==> src/rtl/cpu_mul_seq_pkg.sv <==
// cpu_mul_seq_pkg: shared widths, state type and timing constants for the multiply sequencer (CPU_MUL_SEQ_HI_EN widens the datapath for the high word).
package cpu_mul_seq_pkg;
  localparam int DATA_W = 32;
  localparam int DIGIT_W = 4;
  localparam int N_ITER = DATA_W / DIGIT_W;
  localparam int CNT_W = $clog2(N_ITER);
  localparam int LATENCY = N_ITER + 2;
`ifdef CPU_MUL_SEQ_HI_EN
  localparam int PP_W = DATA_W + DIGIT_W;
  localparam int ACC_W = 2 * DATA_W;
`else
  localparam int PP_W = DATA_W;
  localparam int ACC_W = DATA_W;
`endif
  typedef enum logic [1:0] {IDLE, RUN, DRAIN, DONE} state_t;
endpackage

==> src/rtl/cpu_mul_seq_if.sv <==
// cpu_mul_seq_if: request/result bundle between the M-stage and the multiply sequencer (result_hi only with CPU_MUL_SEQ_HI_EN).
interface cpu_mul_seq_if;
  import cpu_mul_seq_pkg::*;
  logic start;
  logic abort;
  logic [DATA_W-1:0] src1;
  logic [DATA_W-1:0] src2;
  logic ready;
  logic busy;
  logic done;
  logic [DATA_W-1:0] result;
`ifdef CPU_MUL_SEQ_HI_EN
  logic [DATA_W-1:0] result_hi;
  modport master(output start, abort, src1, src2, input ready, busy, done, result, result_hi);
  modport slave(input start, abort, src1, src2, output ready, busy, done, result, result_hi);
`else
  modport master(output start, abort, src1, src2, input ready, busy, done, result);
  modport slave(input start, abort, src1, src2, output ready, busy, done, result);
`endif
endinterface

==> src/rtl/cpu_mul_seq_cell.sv <==
// cpu_mul_seq_cell: registered unsigned DATA_W x DIGIT_W partial-product cell, PP_W result (wider with CPU_MUL_SEQ_HI_EN).
module cpu_mul_seq_cell
  import cpu_mul_seq_pkg::*;
(
  input  logic              clk,
  input  logic              reset_n,
  input  logic [DATA_W-1:0] a,
  input  logic [DIGIT_W-1:0] b,
  output logic [PP_W-1:0]   p
);
  always_ff @(posedge clk or negedge reset_n)
    if (!reset_n) p <= '0;
    else p <= PP_W'(a) * PP_W'(b);
endmodule

==> src/rtl/cpu_mul_seq.sv <==
// cpu_mul_seq: iterative 32x32 multiply sequencer driving one digit-serial cell; CPU_MUL_SEQ_HI_EN adds the high product word.
module cpu_mul_seq
  import cpu_mul_seq_pkg::*;
(
  input logic clk,
  input logic reset_n,
  cpu_mul_seq_if.slave bus
);
  state_t st, nxt;
  logic [DATA_W-1:0] a_q, b_q;
  logic [CNT_W-1:0] cnt, cnt_d;
  logic [ACC_W-1:0] acc, acc_nxt;
  logic [PP_W-1:0] pp;
  logic [DIGIT_W-1:0] slice;
  logic accept, acc_en;
  assign accept = bus.start && (st == IDLE || st == DONE);
  assign slice = DIGIT_W'(b_q >> (DIGIT_W * int'(cnt)));
  // the cell result lags the issue by one cycle, so its weight comes from cnt_d
  assign acc_nxt = acc + (ACC_W'(pp) << (DIGIT_W * int'(cnt_d)));
  assign acc_en = (st == RUN && cnt != '0) || st == DRAIN;
  always_comb begin
    nxt = st;
    nxt = st == IDLE  ? (bus.start ? RUN : IDLE) :
          st == RUN   ? (bus.abort ? IDLE : cnt == CNT_W'(N_ITER - 1) ? DRAIN : RUN) :
          st == DRAIN ? (bus.abort ? IDLE : DONE) :
                        (bus.start ? RUN : IDLE);
  end
  cpu_mul_seq_cell u_cell (
    .clk     (clk),
    .reset_n (reset_n),
    .a       (a_q),
    .b       (slice),
    .p       (pp)
  );
  always_ff @(posedge clk or negedge reset_n)
    if (!reset_n) begin
      st <= IDLE;
      bus.ready <= 1'b1;
      bus.busy <= 1'b0;
      bus.done <= 1'b0;
      bus.result <= '0;
`ifdef CPU_MUL_SEQ_HI_EN
      bus.result_hi <= '0;
`endif
      a_q <= '0;
      b_q <= '0;
      acc <= '0;
      cnt <= '0;
      cnt_d <= '0;
    end else begin
      st <= nxt;
      bus.ready <= nxt == IDLE || nxt == DONE;
      bus.busy <= nxt == RUN || nxt == DRAIN;
      bus.done <= nxt == DONE;
      cnt_d <= cnt;
      if (accept) begin
        a_q <= bus.src1;
        b_q <= bus.src2;
        acc <= '0;
        cnt <= '0;
      end else begin
        if (st == RUN) cnt <= cnt + CNT_W'(1);
        if (acc_en) acc <= acc_nxt;
      end
      if (st == DRAIN && !bus.abort) begin
        bus.result <= acc_nxt[DATA_W-1:0];
`ifdef CPU_MUL_SEQ_HI_EN
        bus.result_hi <= acc_nxt[ACC_W-1:DATA_W];
`endif
      end
    end
endmodule

==> src/flat_wrapper.sv <==
// flat-port wrapper written by rule: the top's interface ports become plain ports
module cpu_mul_seq_flat import cpu_mul_seq_pkg::*;
  (clk, reset_n, bus_start, bus_abort, bus_src1, bus_src2, bus_ready, bus_busy, bus_done, bus_result);
  cpu_mul_seq_if bus_i ();
  input logic clk;
  input logic reset_n;
  input wire logic [$bits(bus_i.start)-1:0] bus_start;
  input wire logic [$bits(bus_i.abort)-1:0] bus_abort;
  input wire logic [$bits(bus_i.src1)-1:0] bus_src1;
  input wire logic [$bits(bus_i.src2)-1:0] bus_src2;
  output wire logic [$bits(bus_i.ready)-1:0] bus_ready;
  output wire logic [$bits(bus_i.busy)-1:0] bus_busy;
  output wire logic [$bits(bus_i.done)-1:0] bus_done;
  output wire logic [$bits(bus_i.result)-1:0] bus_result;
  assign bus_i.start = bus_start;
  assign bus_i.abort = bus_abort;
  assign bus_i.src1 = bus_src1;
  assign bus_i.src2 = bus_src2;
  assign bus_ready = bus_i.ready;
  assign bus_busy = bus_i.busy;
  assign bus_done = bus_i.done;
  assign bus_result = bus_i.result;
  cpu_mul_seq u_core (.clk(clk), .reset_n(reset_n), .bus(bus_i));
endmodule
==> config.mk <==
export PLATFORM = sky130hd
export DESIGN_NAME = cpu_mul_seq_flat
export DESIGN_NICKNAME = d
export VERILOG_FILES = /design/src/rtl/cpu_mul_seq_pkg.sv /design/src/rtl/cpu_mul_seq_if.sv /design/src/rtl/cpu_mul_seq_cell.sv /design/src/rtl/cpu_mul_seq.sv /design/src/flat_wrapper.sv
export SDC_FILE = /design/constraint.sdc
export NUM_CORES = 1
export LEC_CHECK = 0
export ABC_AREA = 1
export CAP_MARGIN = 30
export CORE_MARGIN = 4
export CORE_UTILIZATION = 42
export DETAILED_ROUTE_END_ITERATION = 16
export PLACE_DENSITY = 0.63
export SETUP_SLACK_MARGIN = 0.3
export SLEW_MARGIN = 20
export SYNTH_ARGS = -nofsm -noshare
export SYNTH_HDL_FRONTEND = slang
export SYNTH_HIERARCHICAL = 1
export SYNTH_SLANG_ARGS = --single-unit
==> constraint.sdc <==
create_clock -name clk -period 9.5 [get_ports clk]
set_clock_uncertainty 0.05 [all_clocks]
set_input_delay 0.95 -clock clk [delete_from_list [all_inputs] [get_ports clk]]
set_output_delay 0.95 -clock clk [all_outputs]
set_load 0.05 [all_outputs]
==> results of run 1 <==
-- registers in the layout (all words and copies together) (netlist names) --
| signal | count |
|---|---|
| u_core/a_q | 32 |
| u_core/acc | 32 |
| u_core/b_q | 32 |
| u_core/bus.busy | 1 |
| u_core/bus.done | 1 |
| u_core/bus.ready | 1 |
| u_core/bus.result | 32 |
| u_core/cnt | 3 |
| u_core/cnt_d | 3 |
| u_core/st | 2 |
| u_core/u_cell/p | 32 |
-- critical path: cells and delay by family, from the launching register on --
family	cells	cell delay, ps
compound gates	4	1400
fa+ha+maj	3	1140
simple gates	8	830
buf+inv	5	730
flops	1	600
-- metrics by stage --
step                hold WS (ps)  setup slack (ps)  instances  utilization [%]  area [sq um]
floorplan                    323              5470       2183                -         14300
detailed placement           373              4640       2680             46.9         15800
finish                       352              4590       2714             48.8         16400
CTS                          391              4600       2712             48.7         16400
global route                 369              4090       2714             48.8         16400
global placement             370              4720       2680             46.9         15800
-- cells in the final DEF, fill, tap and decap left out, drive strengths merged, types with 12 or more instances in the layout --
cell / n
nand2: 925
inv: 438
dfrtp: 170
nor2: 133
nand3: 129
clkdlybuf4s50: 101
o21ai: 75
ha: 70
fa: 58
a21oi: 44
clkbuf: 18
xor2: 15
xnor2: 14
nand4: 12
-- logic make-up after synthesis --
logic type,Yosys count
compound gates,141
xor+xnor,29
fa+ha+maj,128
buf+inv,491
flops,171
mux,7
simple gates,1216
-- worst min path at each step --
stage	depth (start not counted)	endpoint
floorplan	0	u_core/cnt_d[1]$_DFF_PN0_
global placement	0	u_core/cnt_d[2]$_DFF_PN0_
detailed placement	0	u_core/cnt_d[2]$_DFF_PN0_
CTS	0	u_core/cnt_d[2]$_DFF_PN0_
global route	1	u_core/bus.result[15]$_DFFE_PN0P_
finish	1	u_core/bus.result[15]$_DFFE_PN0P_
-- per-layer routing --
metal | GRT usage [%] | wire length [um] | up-vias
met3 | 2.64 | 1530 | 39
met1 | 28.1 | 17200 | 6001
li1 | - | - | 6679
met2 | 36.4 | 18300 | 286
met4 | 6.34 | 788 | 0
met5 | 0 | 0 | -
-- final cells by class --
| class | instances | area [sq um] |
|---|---|---|
| clock buffers | 18 | 439 |
| well taps | 448 | 561 |
| clock inverters | 14 | 169 |
| multi-input cells | 1521 | 8220 |
| fillers | 3487 | 17200 |
| repair buffers | 110 | 1110 |
| inverters | 432 | 1620 |
| flip-flops and latches | 171 | 4280 |
==> impl_metrics.py, run 1 <==
metrics = {
    "grt": {
        "track_usage_pct": 21.2,
        "antenna_found_initial": 0,
        "grt_pass1_wl_mm": 63.3,
        "grt_max_degree": 102,
        "grt_pass1_vias": 12592,
        "gr-total-overflow": 0,
    },
    "placement": {
        "portBuffers": 102,
        "routabilityCongestion": 0.928,
        "dpl.hpwl_mm": 29.9,
    },
    "synth": {
        "syn_area_per_cell_sq_um": 6.57,
        "synth-compound-area-share_pct": 5.43,
        "async_reset_ff_share_pct": 100,
        "syn_area_sq_um": 14300,
        "synth_largest_area_cell": "dfrtp_1",
        "synthXorXnorAreaFrac_pct": 1.77,
        "synth_seq_area_share_pct": 29.8,
        "synth.distinct_cells": 42,
        "post-synth-top-count-cell": "nand2_1",
        "ys_ff_latch": 171,
        "synth_cells": 2183,
        "synth_edf_count": 0,
        "synth_top_cell_area_share_pct": 29.7,
        "synth.area.mux_share_pct": 0.489,
        "synthFlopType": "dfrtp_1",
        "yosys-top-cells-count": "892 x nand2_1, 414 x inv_1, 170 x dfrtp_1",
        "synth_top_family_by_area": "simple AND/OR/NAND/NOR gates",
        "synth_fp_nets": 2379,
        "synth_fa_ha_area_share_pct": 14.2,
        "ys.warnings.count": 6,
        "synth-simple-area-share_pct": 35.1,
        "synth_area_leaders": "dfrtp_1 30%, nand2_1 23%, inv_1 11%, fa_1 8.1%, ha_1 6.1%",
    },
    "clock_network": {
        "h-tree-depth": 4,
        "cts-root-buf": "clkbuf_16",
        "cts_tree": "yes",
        "cts_hold_buf": 0,
        "numCtsBuffers": 17,
        "post-cts-setup-buffer-count": 0,
        "clock_latency_ps": 460,
        "clock_sinks": 171,
        "clk_pin_slew_ps": 80,
        "cts_resized": 0,
        "clk_path_buf_depth": 2,
    },
    "worst_setup_path": {
        "crit_path_frequent_cell": "nand2_1",
        "cp-startpoint": "u_core/cnt[0]$_DFFE_PN0P_",
        "worstPathMaxFanout": 31,
        "required_ps": 9780,
        "worst-setup-path-type": "flip-flop to flip-flop",
        "r2r_slack_ps": 4590,
        "r2r_cells": 20,
        "r2r-start": "u_core/cnt[0]$_DFFE_PN0P_",
        "max_stage_delay_ps": 750,
        "endpoint_kind": "flip-flop",
        "cpMaxStageDelayCell": "a31oi_4",
        "endpoint": "u_core/u_cell/p[17]$_DFF_PN0_",
        "r2r_end": "u_core/u_cell/p[17]$_DFF_PN0_",
        "cp_cell_sequence": "inv_1, o21ai_0, o22ai_1, nor2_1, a31oi_4, nand2_1, inv_1, fa_1, inv_1, fa_1, inv_1, ha_1, nand2_2, inv_2, a21oi_1, nand3_2, nand2_1, nand2_1, nand2_1, nand2_1",
        "arrival_ps": 5190,
        "crit_path_start_kind": "flip-flop",
    },
    "timing": {
        "rsz0062_at_grt": "false",
        "fin_crit_sh_pct": 51.7,
        "finalSetupTns_ps": 0,
        "hold_viol": 0,
        "min_period_ps": 4910,
        "final_max_slew_viol_count": 0,
        "slew_headroom_pct": 36.5,
        "worstMarginPinSlew_ps": 953,
        "clock.fmax_mhz": 204,
        "setup-violations-final": 0,
    },
    "layout": {
        "antennaDiodeCount": 0,
        "layout.nets": 2449,
        "layout-drive-gt1-share_pct": 5.74,
        "syn2layout_area_growth_pct": 14.4,
    },
    "floorplan": {
        "io_pins": 103,
        "start_util_pct": 42.7,
        "coreArea_sq_um": 33600,
        "die_area_sq_um": 37200,
        "rows": 67,
        "dieWidth_um": 193,
        "fp.dieH_um": 193,
    },
    "detailed_routing": {
        "drtIter0Drc": 779,
        "vias": 13005,
        "drc": 0,
        "drt_first_pass_iters": 5,
        "antenna_left": 0,
        "routed_wl_mm": 37.7,
        "wire_per_inst_um": 13.9,
        "post_drt_via_cell_ratio": 4.79,
    },
    "status": {
        "run_status": "complete, no violations",
    },
    "run": {
        "drv_cap": 0,
    },
    "worst_hold_path": {
        "min_path_type": "primary input to asynchronous set/reset pin",
    },
}
Power of run 1 is left out: the tool's default activity adds up to more than one toggle a clock period on the data nets, which glitch-free logic cannot reach.
==> inputs of run 2 (changes only) <==
==> constraint.sdc (replaced) <==
create_clock -name clk -period 4.6 [get_ports clk]
set_clock_uncertainty 0.05 [all_clocks]
set_input_delay 0.46 -clock clk [delete_from_list [all_inputs] [get_ports clk]]
set_output_delay 0.46 -clock clk [all_outputs]
set_load 0.05 [all_outputs]
==> run 2 against run 1 <==
  * Critical path depth down 3
  * First-iteration DRC count up 1.7%
  * Hold slack better by 31 ps
  * Via count is 0.25% higher
  * Die area unchanged
  * Non-clock buffer count rose by 12
==> impl_metrics.py, run 2 (same netlist as run 1, synthesis figures left out) <==
metrics = {
    "grt": {
        "grt_pass1_vias": 12606,
        "antenna_found_initial": 0,
        "track_usage_pct": 20.7,
        "grt_max_degree": 102,
        "grt_pass1_wl_mm": 62.0,
        "gr-total-overflow": 0,
    },
    "timing": {
        "setup-violations-final": 0,
        "slew_headroom_pct": 41.7,
        "whs_ps": 383,
        "fin_crit_sh_pct": 89.0,
        "worstMarginPinSlew_ps": 873,
        "hold_viol": 0,
        "clock.fmax_mhz": 244,
        "final_max_slew_viol_count": 0,
        "finalSetupTns_ps": 0,
        "rsz0062_at_grt": "true",
        "min_period_ps": 4090,
    },
    "floorplan": {
        "io_pins": 103,
        "die_area_sq_um": 37200,
        "dieWidth_um": 193,
        "coreArea_sq_um": 33600,
        "start_util_pct": 42.7,
        "fp.dieH_um": 193,
        "rows": 67,
    },
    "detailed_routing": {
        "routed_wl_mm": 37.7,
        "drt_first_pass_iters": 7,
        "antenna_left": 0,
        "wire_per_inst_um": 13.8,
        "drtIter0Drc": 792,
        "drc": 0,
        "vias": 13038,
        "post_drt_via_cell_ratio": 4.78,
    },
    "layout": {
        "final_cell_mix": "890 x nand2_1, 412 x inv_1, 168 x dfrtp_1",
        "final_common_cell": "nand2_1",
        "layout.nets": 2462,
        "layout-drive-gt1-share_pct": 7.28,
        "fillers": 3421,
        "final_util_pct": 49.7,
        "antennaDiodeCount": 0,
        "syn2layout_area_growth_pct": 16.4,
    },
    "worst_hold_path": {
        "min_path_type": "flip-flop to flip-flop",
        "holdPathStages": 0,
    },
    "status": {
        "run_status": "complete, no violations",
    },
    "worst_setup_path": {
        "arrival_ps": 4380,
        "crit_path_start_kind": "flip-flop",
        "required_ps": 4880,
        "r2r-start": "u_core/cnt[0]$_DFFE_PN0P_",
        "endpoint": "u_core/u_cell/p[28]$_DFF_PN0_",
        "r2r_end": "u_core/u_cell/p[28]$_DFF_PN0_",
        "r2r_cells": 17,
        "worstPathMaxFanout": 14,
        "r2r_slack_ps": 510,
        "worst-setup-path-type": "flip-flop to flip-flop",
        "cp-startpoint": "u_core/cnt[0]$_DFFE_PN0P_",
        "endpoint_kind": "flip-flop",
    },
    "placement": {
        "portBuffers": 102,
        "dpl.hpwl_mm": 29.6,
        "routabilityCongestion": 0.926,
    },
    "clock_network": {
        "numCtsBuffers": 17,
        "h-tree-depth": 4,
        "clock_sinks": 171,
        "cts_tree": "yes",
        "clk_path_buf_depth": 2,
        "clock_latency_ps": 460,
        "clk_pin_slew_ps": 70,
        "cts-root-buf": "clkbuf_16",
    },
    "run": {
        "drv_cap": 0,
    },
}
## run 2: how the worst min path moves through the flow
stage / start / endpoint / slack (ps)
6_report: u_core/cnt[2]$_DFFE_PN0P_ / u_core/cnt_d[2]$_DFF_PN0_ / 380
3_3_place_gp: u_core/cnt[2]$_DFFE_PN0P_ / u_core/cnt_d[2]$_DFF_PN0_ / 370
2_1_floorplan: reset_n / u_core/a_q[0]$_DFFE_PN0P_ / 110
5_1_grt: u_core/cnt[2]$_DFFE_PN0P_ / u_core/cnt_d[2]$_DFF_PN0_ / 400
4_1_cts: reset_n / u_core/acc[8]$_DFFE_PN0P_ / 120
3_5_place_dp: u_core/cnt[2]$_DFFE_PN0P_ / u_core/cnt_d[2]$_DFF_PN0_ / 370
## run 2: final cells by class
class	instances	area, sq um	share of cell area [%]
multi-input combinational	1521	8300	49.7
sequential	171	4280	25.7
inverter	432	1630	9.74
timing repair buffer	122	1260	7.55
tap	448	561	3.36
clock buffer	17	425	2.55
clock inverter	15	234	1.40
timing repair inverter	1	7.51	0.0450
## run 2: metal layers
layer	wire [um]	part of all wire (%)	GRT usage [%]	vias up
met5	0	0	0	-
met3	1450	3.8	2.88	54
li1	-	-	-	6700
met1	16800	45	26.9	5981
met2	18500	49	35.8	303
met4	957	2.5	6.72	0
## run 2: metrics by stage
| step | area, sq um | std cells | setup WS, ps |
|---|---|---|---|
| detailed placement | 15800 | 2686 | 296 |
| finish | 16700 | 2727 | 506 |
| global placement | 15800 | 2686 | 317 |
| floorplan | 14300 | 2183 | 566 |
| global route | 16700 | 2727 | 278 |
| CTS | 16500 | 2718 | 356 |
## run 2: worst max-delay path: stages, from the launching register on
cell	delay, ps
dfrtp_2	450
clkinvlp_4	190
o21ai_0	330
a31oi_4	190
clkbuf_16	220
nand2_1	60
inv_1	50
fa_1	530
inv_1	50
fa_1	480
inv_1	50
ha_1	370
a21oi_1	310
o21ai_0	150
a21oi_1	260
nand3_1	120
nand2_1	70
nand2_1	40
## run 2: timing repair
item,CTS,global route
hold buffers,0,1
gates cloned,0,2
endpoints found under the hold margin,0,41
pin swaps,0,2
buffers inserted,0,5
resized for setup,1,41
endpoints found under the setup margin,7,22
Power of run 2 is left out for the same reason.
==> inputs of run 3 (changes only) <==
--- a/config.mk
+++ b/config.mk
@@ -10,10 +10,8 @@
 export CORE_MARGIN = 4
 export CORE_UTILIZATION = 42
 export DETAILED_ROUTE_END_ITERATION = 16
-export PLACE_DENSITY = 0.63
+export PLACE_DENSITY = 0.64
 export SETUP_SLACK_MARGIN = 0.3
-export SLEW_MARGIN = 20
 export SYNTH_ARGS = -nofsm -noshare
 export SYNTH_HDL_FRONTEND = slang
-export SYNTH_HIERARCHICAL = 1
 export SYNTH_SLANG_ARGS = --single-unit
==> constraint.sdc (replaced) <==
create_clock -name clk -period 5.1 [get_ports clk]
set_clock_uncertainty 0.05 [all_clocks]
set_input_delay 0.51 -clock clk [delete_from_list [all_inputs] [get_ports clk]]
set_output_delay 0.51 -clock clk [all_outputs]
set_load 0.05 [all_outputs]
==> run 3 against run 2 <==
  * First-iteration DRC count fell by 32%
  * Maximum frequency fell by 6.2%
  * Synthesized area fell by 10%
  * Critical path depth rose by 4
  * Count of clock-buffer cells in the layout did not move
  * Register-to-register slack improved by 230 ps
  * Utilization barely moved
  * Via count fell by 13%
  * Wire length fell by 11%
  * Synthesized cell count fell by 19%
  * Critical endpoint is now u_core.u_cell.p[31]$_DFF_PN0_
  * Highest routed layer unchanged
==> impl_metrics.py, run 3 <==
metrics = {
    "synth": {
        "synth.distinct_cells": 45,
        "synth_largest_area_cell": "dfrtp_1",
        "synth_fp_nets": 1960,
        "syn_area_per_cell_sq_um": 7.31,
        "ys.warnings.count": 0,
        "synth_cells": 1764,
        "synth_seq_area_share_pct": 33.2,
        "async_reset_ff_share_pct": 100,
        "syn_area_sq_um": 12900,
        "post-synth-top-count-cell": "nand2_1",
        "ys_ff_latch": 171,
        "synth_area_leaders": "dfrtp_1 33%, nand2_1 14%, fa_1 9.0%, inv_1 7.0%, ha_1 6.8%",
        "synth_edf_count": 0,
        "yosys-top-cells-count": "487 x nand2_1, 242 x inv_1, 171 x nor2_1",
        "synth_top_cell_area_share_pct": 33.0,
        "synthFlopType": "dfrtp_1",
    },
    "worst_setup_path": {
        "arrival_ps": 4640,
        "path_buf_inv": 5,
        "max_stage_delay_ps": 560,
        "crit_family": "adder cells",
        "worstPathMaxFanout": 29,
        "cpMaxStageDelayCell": "dfrtp_1",
        "worst-setup-path-type": "flip-flop to flip-flop",
        "required_ps": 5380,
        "endpoint_kind": "flip-flop",
        "r2r_slack_ps": 740,
        "cp_cell_sequence": "buf_4, nor2_1, o21ai_1, o211ai_2, nand2_1, buf_12, nor2_1, fa_1, inv_1, fa_1, inv_1, ha_1, nand2_1, nor2_1, nand2_1, o21ai_0, nand3_1, nand3_1, inv_1, nand2_1, nand2_1",
        "crit_path_frequent_cell": "nand2_1",
        "crit_path_start_kind": "flip-flop",
    },
    "timing": {
        "rsz0062_at_grt": "false",
        "worstMarginPinSlew_ps": 961,
        "slew_headroom_pct": 36.0,
        "fin_crit_sh_pct": 85.5,
        "hold_viol": 0,
        "finalSetupTns_ps": 0,
        "final_max_slew_viol_count": 0,
        "clock.fmax_mhz": 229,
        "setup-violations-final": 0,
        "min_period_ps": 4360,
    },
    "placement": {
        "placed_cell_area_sq_um": 14300,
        "dpl.hpwl_mm": 26.6,
        "routabilityCongestion": 0.898,
        "portBuffers": 102,
    },
    "layout": {
        "syn2layout_area_growth_pct": 15.4,
        "multi_input_area_sq_um": 7450,
        "layout.nets": 2036,
        "register_area_sq_um": 4280,
        "layout-drive-gt1-share_pct": 4.59,
        "final_common_cell": "nand2_1",
        "final_cell_mix": "487 x nand2_1, 242 x inv_1, 170 x dfrtp_1",
        "stdcell_area_sq_um": 14900,
        "fillers": 3051,
        "antennaDiodeCount": 0,
    },
    "detailed_routing": {
        "drtIter0Drc": 540,
        "wire_per_inst_um": 14.9,
        "drt_first_pass_iters": 5,
        "routed_wl_mm": 33.4,
        "drc": 0,
        "antenna_left": 0,
        "post_drt_via_cell_ratio": 5.04,
        "vias": 11302,
    },
    "grt": {
        "gr-total-overflow": 0,
        "grt_pass1_wl_mm": 55.6,
        "grt_pass1_vias": 11184,
        "track_usage_pct": 20.3,
        "antenna_found_initial": 0,
        "grt_max_degree": 121,
    },
    "floorplan": {
        "start_util_pct": 43.1,
        "io_pins": 103,
        "fp.dieH_um": 183,
        "die_area_sq_um": 33600,
        "coreArea_sq_um": 30000,
        "rows": 63,
        "dieWidth_um": 183,
    },
    "clock_network": {
        "clock_sinks": 171,
        "post-cts-setup-buffer-count": 0,
        "clock_latency_ps": 450,
        "cts-root-buf": "clkbuf_16",
        "cts_tree": "yes",
        "clk_pin_slew_ps": 80,
        "clk_path_buf_depth": 2,
        "h-tree-depth": 4,
        "numCtsBuffers": 17,
    },
    "run": {
        "drv_cap": 0,
    },
    "status": {
        "run_status": "complete, no violations",
    },
    "worst_hold_path": {
        "min_path_type": "primary input to asynchronous set/reset pin",
    },
}
run 3: cell count changes after synthesis, moves of 27 or more:
cell / change
nor2_1: +53
inv_1: -172
a21oi_1: +45
nand2_2: -27
o21ai_0: +78
nand2_1: -405
run 3: per-layer routing:
layer  GRT usage (%)  vias to the layer above  share of wire [%]
met3            2.94                       48                4.1
met4            6.56                        0                2.4
met1            27.0                     5261                 46
li1                -                     5759                  -
met5               0                        -                  0
met2            34.1                      234                 47
run 3: worst reg2reg max path, delay by kind of cell, from the launching register on:
family                     cells  cell delay [ps]
AOI/OAI and AO/OA              3              640
adders and majority gates      3             1380
buffers and inverters          5              550
DFF                            1              560
and+or+nand+nor               10             1060
run 3: through the flow:
step                      hold WS [ps]  cells  utilization [%]  worst slack, ps
after floorplan                    164   1764                -             1220
after global placement             412   2210             47.6              585
after detailed placement           413   2211             47.6              644
after CTS                         94.3   2243             49.7              620
after global routing               133   2243             49.7              363
final                             73.7   2243             49.7              738
run 3: cell families after synthesis:
family | share of synthesized area [%]
AOI/OAI and AO/OA | 11.5
xor gates and xnor gates | 2.44
adders and majority gates | 15.8
buffers and inverters | 9.21
DFF | 33.2
muxes | 0.698
and+or+nand+nor | 27.1
run 3: path summary, 6_finish.rpt:
| kind | cells after the start | endpoint | from |
|---|---|---|---|
| min reg2reg | 2 | u_core.b_q[29]$_DFFE_PN0P_ | u_core.b_q[29]$_DFFE_PN0P_ |
| max | 21 | u_core.u_cell.p[31]$_DFF_PN0_ | u_core.cnt[1]$_DFFE_PN0P_ |
| max in group asynchronous | 2 | u_core.u_cell.p[23]$_DFF_PN0_ | reset_n |
| min in group clk | 2 | u_core.b_q[29]$_DFFE_PN0P_ | u_core.b_q[29]$_DFFE_PN0P_ |
| min | 1 | u_core.bus.result[8]$_DFFE_PN0P_ | reset_n |
| max reg2reg | 21 | u_core.u_cell.p[31]$_DFF_PN0_ | u_core.cnt[1]$_DFFE_PN0P_ |
run 3: repair_timing:
| item | 4_1_cts | 5_1_grt |
|---|---|---|
| hold buffers | 0 | 0 |
| gates resized for setup | 0 | 1 |
| setup endpoints to repair | 0 | 3 |
run 3: final cells by class:
| cell class | instances | area share [%] |
|---|---|---|
| inverters | 244 | 6.17 |
| well taps | 390 | 3.28 |
| clock buffers | 17 | 2.86 |
| repair buffers | 114 | 7.69 |
| multi-input cells | 1292 | 50.0 |
| clock inverters | 15 | 1.23 |
| flip-flops and latches | 171 | 28.8 |
Power of run 3 is left out for the same reason.
